File: src/rtl/tsp_result_display.sv
// Display sink for the TSP solver: converts a binary result to six BCD digits
// with a sequential double-dabble and drives active-low seven-segment digits and status LEDs.
module tsp_result_display #(
  parameter int unsigned W      = 20,
  parameter int unsigned DIGITS = 6
) (
  input  logic         clk,
  input  logic         rst,
  input  logic [1:0]   SW,
  input  logic [W-1:0] in_value,
  input  logic         in_valid,
  output logic         in_ready,
  output logic [3:0]   LEDR,
  output logic [6:0]   HEX0,
  output logic [6:0]   HEX1,
  output logic [6:0]   HEX2,
  output logic [6:0]   HEX3,
  output logic [6:0]   HEX4,
  output logic [6:0]   HEX5
);

  localparam int unsigned       CW        = $clog2(W);
  localparam logic [CW-1:0]     LAST_BIT  = CW'(W - 1);
  localparam longint unsigned   MAX_SHOWN = 64'd999999;
  localparam logic [6:0]        SEG_BLANK = 7'h7F;
  localparam logic [6:0]        SEG_DASH  = 7'h3F;

  typedef enum logic [1:0] {IDLE, SHIFT, UPDATE} state_t;

  state_t              state;
  logic [W-1:0]        shreg;
  logic [4*DIGITS-1:0] bcd;
  logic [4*DIGITS-1:0] bcd_adj;
  logic [CW-1:0]       cnt;
  logic                ovf_pending;
  logic                ovf_q;
  logic                toggle_q;
  logic                hold_q;
  logic [6:0]          seg_q [DIGITS];
  logic [6:0]          seg_d [DIGITS];

  function automatic logic [6:0] seg7(input logic [3:0] d);
    case (d)
      4'd0:    seg7 = 7'h40;
      4'd1:    seg7 = 7'h79;
      4'd2:    seg7 = 7'h24;
      4'd3:    seg7 = 7'h30;
      4'd4:    seg7 = 7'h19;
      4'd5:    seg7 = 7'h12;
      4'd6:    seg7 = 7'h02;
      4'd7:    seg7 = 7'h78;
      4'd8:    seg7 = 7'h00;
      4'd9:    seg7 = 7'h10;
      default: seg7 = SEG_BLANK;
    endcase
  endfunction

  always_comb begin
    bcd_adj = bcd;
    for (int unsigned i = 0; i < DIGITS; i++) begin
      if (bcd[4*i +: 4] >= 4'd5) bcd_adj[4*i +: 4] = bcd[4*i +: 4] + 4'd3;
    end
  end

  // Walk from the top digit down; "lead" stays set until the first nonzero digit.
  // Digit 0 is never considered for blanking.
  always_comb begin
    logic        lead;
    int unsigned d;
    lead = 1'b1;
    d    = 0;
    for (int unsigned k = 0; k < DIGITS; k++) seg_d[k] = seg7(bcd[4*k +: 4]);
    for (int unsigned k = 1; k < DIGITS; k++) begin
      d = DIGITS - k;
      if (bcd[4*d +: 4] != 4'd0) lead = 1'b0;
      if (lead && SW[0]) seg_d[d] = SEG_BLANK;
    end
    if (ovf_pending) begin
      for (int unsigned k = 0; k < DIGITS; k++) seg_d[k] = SEG_DASH;
    end
  end

  always_ff @(posedge clk) begin
    if (rst) begin
      state       <= IDLE;
      shreg       <= '0;
      bcd         <= '0;
      cnt         <= '0;
      ovf_pending <= 1'b0;
      ovf_q       <= 1'b0;
      toggle_q    <= 1'b0;
      hold_q      <= 1'b0;
      for (int unsigned k = 0; k < DIGITS; k++) seg_q[k] <= SEG_BLANK;
    end else begin
      hold_q <= SW[1];
      unique case (state)
        IDLE: begin
          if (in_valid && in_ready) begin
            shreg       <= in_value;
            bcd         <= '0;
            cnt         <= '0;
            ovf_pending <= 64'(in_value) > MAX_SHOWN;
            state       <= SHIFT;
          end
        end
        SHIFT: begin
          {bcd, shreg} <= {bcd_adj[4*DIGITS-2:0], shreg, 1'b0};
          cnt          <= cnt + 1'b1;
          if (cnt == LAST_BIT) state <= UPDATE;
        end
        UPDATE: begin
          for (int unsigned k = 0; k < DIGITS; k++) seg_q[k] <= seg_d[k];
          ovf_q    <= ovf_pending;
          toggle_q <= ~toggle_q;
          state    <= IDLE;
        end
        default: state <= IDLE;
      endcase
    end
  end

  assign in_ready = (state == IDLE) && !SW[1];
  assign LEDR     = {hold_q, toggle_q, ovf_q, state != IDLE};
  assign HEX0     = seg_q[0];
  assign HEX1     = seg_q[1];
  assign HEX2     = seg_q[2];
  assign HEX3     = seg_q[3];
  assign HEX4     = seg_q[4];
  assign HEX5     = seg_q[5];

endmodule

File: config.mk
export PLATFORM = sky130hd
export DESIGN_NAME = tsp_result_display
export DESIGN_NICKNAME = d
export VERILOG_FILES = /design/src/rtl/tsp_result_display.sv
export SDC_FILE = /design/constraint.sdc
export NUM_CORES = 1
export LEC_CHECK = 0
export BUFFER_PORTS_ARGS = -buffer_cell sky130_fd_sc_hd__buf_2
export CORE_ASPECT_RATIO = 2
export CORE_UTILIZATION = 53
export CTS_CLUSTER_SIZE = 12
export DETAILED_ROUTE_END_ITERATION = 12
export GPL_TIMING_DRIVEN = 0
export PLACE_DENSITY = 0.79
export SLEW_MARGIN = 40
export SYNTH_ARGS = -nofsm -noshare
export SYNTH_HDL_FRONTEND = slang
export SYNTH_SLANG_ARGS = --single-unit
File: constraint.sdc
create_clock -name clk -period 2.4 [get_ports clk]
set_input_delay 0.48 -clock clk [delete_from_list [all_inputs] [get_ports clk]]
set_output_delay 0.48 -clock clk [all_outputs]
set_load 0.005 [all_outputs]
# Word-level counts from Yosys, hierarchy flattened
# Memory sizes are Yosys's and may differ from the RTL's. A register that Yosys moved wholly into a read port is not among the register bits.
# Index checks and enable logic that the tools add are counted.
# classes
reduce_logical	19
n_mux	49
addsub	7
bitwise	7
n_eq_ne	5
order_cmp	7
# ops
operator	n
7-bit 2-to-1 mux	11
4-bit 2-to-1 mux	17
24-bit one-hot mux with 2 select lines	1
42-bit 2-to-1 mux	1
20-bit one-hot mux with 2 select lines	1
4-bit by 3-bit greater-or-equal comparator with 1-bit output (second input constant)	6
24-bit 2-to-1 mux	1
4-bit by 2-bit adder with 4-bit output (second input constant)	5
20-bit greater-than comparator (second input constant)	1
20-bit 2-to-1 mux	1
4-bit nonzero test	5
1-bit 2-to-1 mux	10
5-bit one-hot mux with 2 select lines	1
1-bit logical AND	7
1-bit bitwise OR	6
2-bit AND reduction	3
5-bit by 1-bit adder with 5-bit output (second input constant)	1
5-bit equality test (second input constant)	1
5-bit 2-to-1 mux	1
2-bit 2-to-1 mux	2
2-bit inequality test (second input constant)	2
2-bit one-hot mux with 2 select lines	1
2-bit nonzero test	2
3-bit by 2-bit adder with 3-bit output (second input constant)	1
6 further kinds	6
# totals
wordCells	109
out_inout_bits	47
in_bits	25
memories	7
ram_bits	42
reg_bits	55
mem_bits_ro	672
# mem_list
name	words	width	rd	rd_ports_with_merged_regs	write_ports	line	rtl
(name not given)	16	7	1	1	0	43	case (d)
(name not given)	16	7	1	1	0	43	
(name not given)	16	7	1	1	0	43	
(name not given)	16	7	1	1	0	43	
(name not given)	16	7	1	1	0	43	
(name not given)	16	7	1	1	0	43	
+1 memories	--	--	--	--	--	--	

# Logic depth before layout (Yosys ltp)
# logic_depth
ltp_word	10
mapped_depth	13
mapped_depth_nobuf	13

# Worst setup path after synthesis
# No wires, ideal clock.
# synth_timing
path_kind	in2reg
start	in SW[1]
end	reg (tool-made name)
arrival_time_ps	2407
required_ps	2276
path_slack_ps	-131
n_path_buf	2
setup_time_ps	124
cell_stages	11
cell_sequence	nand2b_2 a21oi_4 nor2_2 buf_6 buf_6 a2bb2oi_1 inv_1 ha_1 or3_1 o211ai_1 o21ai_1
# synth_lines
element	line	rtl
from (decl)	9	input logic [1:0] SW,

==> key figures <==
Clock tree
  – CTS tree: yes
  – Clock root buffer: clkbuf_16
  – Clock-pin slew on the worst setup and hold paths: 60 ps
  – Worst-Skew Late Latency: 430 ps
  – CTS Buf Count: 17
  – Deepest clock path buffer count: 2
  – Htree depth: 4
  – Clock Sinks: 139

Synth
  – Library cells used by synthesis: 66
  – Largest area contributor in the netlist: dfxtp_1
  – Top post-synthesis cells by count: dfxtp_1, nand2_1, nor2_1, ha_1, edfxtp_1
  – Sequential cell area fraction in the yosys report: 47.3%
  – Post-synth EDFFs: 42
  – Mapped Area: 0.00677 mm^2
  – Count leader, synth: dfxtp_1
  – Top FF cell, synth: dfxtp_1
  – Yosys reg bits: 139
  – Synth top area cells: dfxtp_1, edfxtp_1, ha_1, nand2_1, nor2_1
  – Ys Warns: 0
  – Syn_area_per_cell: 9.98 um^2
  – FFs w/ async S/R, synth: 0%
  – Synth Instances: 678
  – Top cell type's share of synthesized area: 28.7%
  – Syn_nets: 751

Min path
  – Hold path depth: 2
  – Hold crit path type: primary input to register

Critical path
  – Reg2Reg Depth: 13
  – Arrival time at the worst endpoint: 2790 ps
  – CP Data Required Time: 2770 ps
  – CP startpoint kind: register
  – CP Class: register to register
  – Worst Setup End Kind: register
  – Worst-path maximum fanout: 4

Routing
  – Wirelength per Cell: 16.9 um
  – Initial DRC count: 365
  – DRC: 0
  – TritonRoute pass-1 iters: 4
  – Post-DRT Antenna Nets: 0
  – Vias: 5542
  – Final WL: 16.1 mm
  – DR vias/cell: 5.81

Global route
  – Gr usage total: 24.9%
  – Initial antenna violation count: 0
  – Vias in the first global route: 5402
  – Largest net degree at the start of global routing: 44
  – Total congestion overflow: 0
  – First-pass GRT wire length: 25.0 mm

Layout
  – Layout cells sized above 1: 29.0%
  – Fin nets: 865
  – N_diodes: 0
  – Area occupied by registers: 0.00323 mm^2
  – Fill cells: 918
  – Finished Core Util: 67.1%
  – Area of the multi-input gates: 0.00342 mm^2
  – Synth-to-layout area growth: 23.7%

Timing
  – Relative slew slack: 43.7%
  – Final hold violation count: 0
  – Worst Tran Pin Value: 839 ps
  – Final setup margin: -23.3 ps
  – Skew final: 5.50 ps
  – Final min period: 2420 ps
  – Tcrit/Tclk final: 101%
  – Fin. max-slew vios: 0
  – FMAX: 413 MHz
  – Fin Setup TNS: -23.3 ps
  – Setup violations, final: 1

Floorplan
  – IO Count: 72
  – Rows: 58
  – Core area: 0.0125 mm^2
  – Initial Util: 54.2%
  – Die area: 0.0133 mm^2
  – Die H: 162 um
  – Die X: 81.9 um

Flow run
  – Maxcap violations: 0

Outcome
  – Status: complete, but fails checks
  – Violated checks: negative setup slack

Pwr
  – VDD IR max: 0.547 mV
  – P_leak: 0.00338 uW
  – Power Density: 657 mW/mm^2

Placed design
  – Final HPWL DP: 10.8 mm
  – IO buf count: 71
  – Placer Congestion: 0.888
## where the power goes
group / internal (uW) / switching [uW]
clock: 1700 / 1030
combinational: 106 / 197
sequential: 2450 / 24.3
## worst max-delay path, cell delays in order, from the launching register on
cell and delay [ps]:
dfxtp_4 360, inv_2 70, ha_1 180, nand2b_4 160, a2111oi_4 340, a221oi_4 80
nor2_4 160, ha_2 200, inv_1 50, a21oi_1 190, o21ai_1 130, a31oi_1 180
a2bb2oi_1 170, a21o_1 100
## repair_timing
item	CTS	global route
resized for setup	21	41
setup buffers	6	18
hold buffers	0	0
pin swaps	5	14
setup endpoints to repair	33	43
## worst paths after layout
| path | start | endpoint | slack, ps |
|---|---|---|---|
| max | bcd[13] | register | -20 |
| min | SW[1] | hold_q | 300 |
| max reg2reg | bcd[13] | register | -20 |
| min reg2reg | ovf_q | ovf_q | 480 |
## per-layer routing
metal	vias to the layer above	routed length (um)	global-route usage, %
li1	2635	-	-
met1	2637	5660	23.8
met2	194	8840	46.4
met3	76	690	4.21
met4	0	894	15.9
met5	-	0	0
## metrics by stage
step / setup slack (ps) / area, um^2 / total power [uW] / cells / hold WS, ps
3_5_place_dp: -525 / 7340 / 2810 / 899 / 469
4_1_cts: -26.9 / 8080 / 5480 / 936 / 298
2_1_floorplan: 16.5 / 6790 / 2710 / 678 / 437
6_report: -23.3 / 8370 / 5500 / 954 / 300
3_3_place_gp: -461 / 7330 / 2790 / 899 / 453
5_1_grt: -127 / 8370 / 5620 / 954 / 329
## area by class of cell
class                      instances  share of cell area (%)
clock inverter                    13                    1.99
sequential                       139                    38.5
multi-input combinational        456                    40.8
inverter                          46                    2.06
clock buffer                      18                    5.38
timing repair buffer              95                    6.40
tap                              150                    2.24
buffer                            37                    2.54
## cell families after synthesis
group                      after synthesis  share of synthesized area (%)
buffers and inverters                   83                           5.45
DFF                                    139                           47.3
and+or+nand+nor                        230                           17.5
muxes                                   11                           1.68
xor gates and xnor gates                 9                           1.16
adders and majority gates               48                           8.87
AOI/OAI and AO/OA                      158                           18.0
## layout by cell type, fill, tap and decap left out, drive strengths merged, types with 9 or more instances in the layout
master / synthesis / routed
a311oi: 23 / 23
o21ai: 31 / 31
or3: 20 / 20
a21oi: 37 / 37
ha: 48 / 48
nand2b: 24 / 24
nor2: 58 / 58
a21o: 9 / 9
dfxtp: 97 / 97
nand2: 60 / 60
nand3: 10 / 10
nor3: 27 / 27
buf: 26 / 121
a22oi: 13 / 13
inv: 46 / 48
edfxtp: 42 / 42
a22o: 12 / 12
clkbuf: 11 / 29
No activity file was read; power rests on OpenSTA's default activity.
